$ cat src/rtl/seg_scan_mux.sv
// Self-timed seven-segment scanner: tear-free shadow patterns, per-slot blanking,
// per-digit enables and configurable pin polarity. All outputs are registered.
module seg_scan_mux #(
  parameter int unsigned NUM_DIGITS   = 4,
  parameter int unsigned SEG_W        = 7,
  parameter int unsigned REFRESH_DIV  = 50000,
  parameter int unsigned BLANK_CYCLES = 500,
  parameter bit          ACTIVE_LOW   = 1'b1
) (
  input  logic                             clk,
  input  logic                             rst,
  input  logic [NUM_DIGITS*SEG_W-1:0]      seg_in,
  input  logic                             load,
  input  logic [NUM_DIGITS-1:0]            digit_en,
  output logic [SEG_W-1:0]                 seg_out,
  output logic [NUM_DIGITS-1:0]            an_out,
  output logic [$clog2(NUM_DIGITS)-1:0]    digit_idx,
  output logic                             pending,
  output logic                             frame_done
);

  localparam int unsigned IDX_W = $clog2(NUM_DIGITS);
  localparam int unsigned CNT_W = $clog2(REFRESH_DIV);
  localparam int unsigned PAT_W = NUM_DIGITS * SEG_W;
  localparam logic [CNT_W-1:0] CNT_LAST = CNT_W'(REFRESH_DIV - 1);
  localparam logic [IDX_W-1:0] IDX_LAST = IDX_W'(NUM_DIGITS - 1);

  logic [CNT_W-1:0]      cnt_q, cnt_d;
  logic [IDX_W-1:0]      idx_q, idx_d;
  logic [PAT_W-1:0]      shadow_q, shadow_d;
  logic [PAT_W-1:0]      pend_data_q, pend_data_d;
  logic                  pending_q, pending_d;
  logic                  frame_done_q, frame_done_d;
  logic [NUM_DIGITS-1:0] an_q, an_d;
  logic [SEG_W-1:0]      seg_q, seg_d;
  logic                  boundary;

  // Scan counters, pending capture and frame-boundary shadow update
  always_comb begin
    cnt_d        = cnt_q + CNT_W'(1);
    idx_d        = idx_q;
    boundary     = (cnt_q == CNT_LAST) && (idx_q == IDX_LAST);
    shadow_d     = shadow_q;
    pend_data_d  = pend_data_q;
    pending_d    = pending_q;
    frame_done_d = boundary;

    if (cnt_q == CNT_LAST) begin
      cnt_d = '0;
      idx_d = (idx_q == IDX_LAST) ? '0 : idx_q + IDX_W'(1);
    end
    if (boundary && pending_q) begin
      shadow_d = pend_data_q;
    end
    // A load on the boundary cycle re-arms the flag for the following frame
    if (load) begin
      pend_data_d = seg_in;
      pending_d   = 1'b1;
    end else if (boundary) begin
      pending_d = 1'b0;
    end

    if (rst) begin
      cnt_d        = '0;
      idx_d        = '0;
      shadow_d     = '0;
      pend_data_d  = '0;
      pending_d    = 1'b0;
      frame_done_d = 1'b0;
    end
  end

  // Pin values for the slot position the counters hold next cycle
  always_comb begin
    logic                  drive;
    logic [SEG_W-1:0]      seg_act;
    logic [NUM_DIGITS-1:0] an_act;
    drive   = (32'(cnt_d) + 32'd1) > BLANK_CYCLES;
    seg_act = '0;
    an_act  = '0;
    for (int unsigned k = 0; k < NUM_DIGITS; k++) begin
      if (idx_d == IDX_W'(k)) begin
        seg_act   = drive ? shadow_d[k*SEG_W +: SEG_W] : '0;
        an_act[k] = drive && digit_en[k];
      end
    end
    an_d  = an_act  ^ {NUM_DIGITS{ACTIVE_LOW}};
    seg_d = seg_act ^ {SEG_W{ACTIVE_LOW}};
  end

  always_ff @(posedge clk) begin
    if (rst) begin
      cnt_q        <= '0;
      idx_q        <= '0;
      shadow_q     <= '0;
      pend_data_q  <= '0;
      pending_q    <= 1'b0;
      frame_done_q <= 1'b0;
    end else begin
      cnt_q        <= cnt_d;
      idx_q        <= idx_d;
      shadow_q     <= shadow_d;
      pend_data_q  <= pend_data_d;
      pending_q    <= pending_d;
      frame_done_q <= frame_done_d;
    end
    an_q  <= an_d;
    seg_q <= seg_d;
  end

  assign seg_out    = seg_q;
  assign an_out     = an_q;
  assign digit_idx  = idx_q;
  assign pending    = pending_q;
  assign frame_done = frame_done_q;

endmodule
$ cat config.mk
export PLATFORM = sky130hd
export DESIGN_NAME = seg_scan_mux
export DESIGN_NICKNAME = d
export VERILOG_FILES = /design/src/rtl/seg_scan_mux.sv
export SDC_FILE = /design/constraint.sdc
export NUM_CORES = 1
export LEC_CHECK = 0
export ABC_CLOCK_PERIOD_IN_PS = 2300
export BUFFER_PORTS_ARGS = -buffer_cell sky130_fd_sc_hd__clkbuf_2
export CORE_MARGIN = 2
export CORE_UTILIZATION = 51
export CTS_CLUSTER_SIZE = 25
export DETAILED_ROUTE_END_ITERATION = 10
export HOLD_SLACK_MARGIN = 0.06
export PLACE_DENSITY_LB_ADDON = 0.15
export RECOVER_POWER = 100
export SYNTH_ARGS = -nofsm -noshare
export SYNTH_HDL_FRONTEND = slang
export SYNTH_SLANG_ARGS = --single-unit
export TNS_END_PERCENT = 30
$ cat constraint.sdc
create_clock -name clk -period 2.3 [get_ports clk]
set_input_delay 0.23 -clock clk [delete_from_list [all_inputs] [get_ports clk]]
set_output_delay 0.23 -clock clk [all_outputs]
set_load 0.02 [all_outputs]
==> impl_metrics.py <==
metrics = {
    "die": {
        "die_w_um": 89.4,
        "die_h_um": 89.4,
        "fp.dieArea_mm2": 0.00799,
        "ios": 50,
        "initial_core_util": 0.521,
        "core.rowCount": 31,
        "core_area_mm2": 0.00714,
    },
    "worst_setup_path": {
        "cp-end-kind": "register",
        "cp_slowest_cell": "dfxtp_2",
        "critical_path_class": "register to register",
        "crit_fanout": 5,
        "cp.arrival_ns": 2.75,
        "rr_startpoint": "cnt_q[1]",
        "cp-startpoint": "cnt_q[1]",
        "critPathRequiredTime_ns": 2.58,
        "critical_path.cell_chain": "ha_4 -> nand4_1 -> or2_4 -> xnor2_4 -> and4b_2 -> and4_4 -> o2111ai_4 -> clkbuf_16 -> o211ai_2",
        "start_kind": "register",
        "critPathMaxStageDelay_ns": 0.36,
    },
    "grt": {
        "top_usage_layer": "met1",
        "grt_pass1_vias": 2890,
        "grt_pass1_wl_mm": 14.6,
        "grt_max_degree": 34,
        "grtUsageMet1": 0.358,
        "grtUsageMet2": 0.343,
        "use_met3": 0.0628,
        "grt.total_usage": 0.241,
        "grt_remaining_overflow": 0,
        "antenna_found_initial": 0,
    },
    "clocking": {
        "clockBufferDepth": 2,
        "clock-sinks": 87,
        "cts_tree": "built",
        "clkLatencyLatePin_ns": 0.36,
        "cts_made_buffers": 9,
        "clk_pin_slew_ns": 0.10,
        "h-tree-depth": 3,
        "root_buffer": "clkbuf_8",
    },
    "power": {
        "cellPowerDensity_mw_per_mm2": 573,
        "finalPower_mw": 2.89,
        "p_leak_nw": 2.20,
        "peakVddDrop_mv": 0.514,
    },
    "synth": {
        "ys_seq_area_frac": 0.468,
        "synth_area_per_cell_um2": 9.76,
        "synth_edf_count": 0,
        "ys_ff_latch": 87,
        "synth_ff_type": "dfxtp_1",
        "syn_nets": 418,
        "synthCells": 381,
        "synth_cell_types": 49,
        "synth_warnings": 0,
        "async_reset_ff_frac": 0,
        "syn_area_mm2": 0.00372,
    },
    "min_path": {
        "hold_class": "input pin to register",
        "worstHoldStart": "seg_in[6]",
    },
    "finish": {
        "antenna_cells": 0,
        "final_cells": 590,
        "nets": 523,
        "register_area_mm2": 0.00175,
        "fin_area_mm2": 0.00504,
        "fin_util": 0.707,
        "syn_to_final_growth_pct": 35.6,
        "multi_input_area_mm2": 0.00210,
        "fill_cells": 598,
        "post_route_cells_drive_above_1_share": 0.350,
    },
    "sta": {
        "clock_skew_ns": 0.0135,
        "hold_viol_final": 0,
        "finalMaxSlewViolations": 30,
        "finalCriticalPeriod_ns": 2.47,
        "fin_ws_ns": -0.171,
        "holdWs_ns": 0.109,
        "relSlewSlack": -0.341,
        "fin_setup_tns_ns": -1.62,
        "min_period_over_period": 1.07,
        "setup_viol": 11,
        "rsz0062_at_grt": "true",
        "worstMarginPinSlew_ns": 2.01,
        "fmax_mhz": 405,
    },
    "place": {
        "place_ws_ns": -0.298,
        "place.gp.congestion": 0.862,
        "dpl.cell_count": 555,
        "hpwl_mm": 6.38,
        "port_buffers": 49,
        "dpl_cell_area_mm2": 0.00439,
    },
    "run": {
        "maxCapViolations": 1,
    },
    "status": {
        "violations": "max-capacitance violations, max-slew violations, negative setup slack",
        "status": "finished, violations left",
    },
    "routing": {
        "dr.first_iter.drc_count": 134,
        "dr.pass1.iters": 4,
        "wl_mm": 9.41,
        "drc": 0,
        "drt.antenna.violating_nets": 0,
        "routedWlPerCell_um": 15.9,
        "route.vias.total": 3185,
        "routed_via_density": 5.40,
    },
}
==> worst max-delay path, delay by kind of cell, from the launching register on <==
kind            cells  cell delay [ns]
compound gates      2             0.35
xor+xnor            1             0.18
fa+ha+maj           1             0.16
buf+inv             1             0.22
flops               1             0.36
simple gates        4             1.13
==> state kept, by name (all words and copies together) (netlist names) <==
signal / count
pending: 1
pend_data_q: 28
shadow_q: 28
frame_done: 1
seg_out: 7
cnt_q: 16
an_out: 4
digit_idx: 2
==> report_power, final <==
group | switching [mW] | internal, mW | total (mW) | leakage (nW)
registers | 0.0233 | 1.54 | 1.56 | 0.711
clock network | 0.591 | 0.549 | 1.14 | 0.103
logic | 0.0926 | 0.0935 | 0.186 | 1.38
total | 0.707 | 2.18 | 2.89 | 2.20
==> Yosys cell counts (2+ instances only) <==
library cell,number,area [um^2]
ha_1,2,25.0
nor2b_1,3,18.8
or3_1,2,12.5
xor2_1,3,26.3
nand4_1,7,43.8
nand2_1,8,30.0
o21ai_1,3,15.0
o21ai_0,2,10.0
xnor2_1,12,105
o221ai_1,8,70.1
and3_1,3,18.8
mux2i_1,58,581
nand4b_1,2,17.5
buf_2,10,50.1
nor4_1,6,37.5
and4b_1,2,20.0
dfxtp_1,87,1740
o211ai_2,2,25.0
o31ai_1,2,15.0
buf_4,2,15.0
or2_2,2,12.5
nor3_1,5,25.0
nand3_1,7,35.0
a21o_1,2,15.0
clkbuf_1,11,41.3
o22ai_1,8,50.1
a21oi_1,6,30.0
nand2b_1,2,12.5
nor2_1,81,304
o221ai_2,6,90.1
buf_6,2,22.5
a31oi_1,3,18.8
inv_1,6,22.5
==> repair_timing <==
| item | CTS | global route |
|---|---|---|
| hold endpoints to repair | 2 | 0 |
| setup endpoints to repair | 12 | 13 |
| pin swaps | 19 | 13 |
| resized for setup | 43 | 18 |
| cloned | 2 | 0 |
| setup buffers | 11 | 5 |
| hold buffers | 2 | 0 |
==> kinds of logic after synthesis <==
family,Yosys count,synth area share
and+or+nand+nor,140,0.186
buffers and inverters,32,0.0417
xor gates and xnor gates,15,0.0353
muxes,59,0.159
AOI/OAI and AO/OA,46,0.103
adders and majority gates,2,0.00673
DFF,87,0.468
==> layout make-up <==
cell class | instances | area share
clock buffers | 10 | 0.0273
clock inverters | 6 | 0.0151
inverters | 6 | 0.00447
multi-input cells | 262 | 0.416
flip-flops and latches | 87 | 0.348
well taps | 99 | 0.0246
repair buffers | 120 | 0.165
==> path summary, 6_finish.rpt <==
check                     to  slack, ns  cells past startpoint
max                an_out[0]      -0.17                      9
min           pend_data_q[6]       0.11                      3
max reg2reg        an_out[0]      -0.17                      9
min reg2reg  pend_data_q[22]       0.51                      2
==> placed cells by master (no fill, tap or decap), types with 4 or more instances in the layout <==
cell | Yosys | layout
nand4_1 | 7 | 7
nor2_1 | 81 | 80
clkbuf_1 | 11 | 17
clkbuf_2 | 0 | 33
nand3_1 | 7 | 5
nor4_2 | 0 | 4
o22ai_1 | 8 | 5
buf_4 | 2 | 56
dfxtp_2 | 0 | 6
inv_1 | 6 | 6
nand2_1 | 8 | 8
a21oi_1 | 6 | 4
dfxtp_1 | 87 | 80
buf_6 | 2 | 8
xnor2_1 | 12 | 8
mux2i_1 | 58 | 57
o221ai_2 | 6 | 9
clkbuf_8 | 0 | 10
o221ai_1 | 8 | 5
==> routing by layer <==
metal | up-vias | wire [um]
met5 | - | 0
met4 | 0 | 107
met3 | 12 | 586
met2 | 96 | 4140
met1 | 1498 | 4570
li1 | 1579 | -
(Power assumes the default switching activity.)
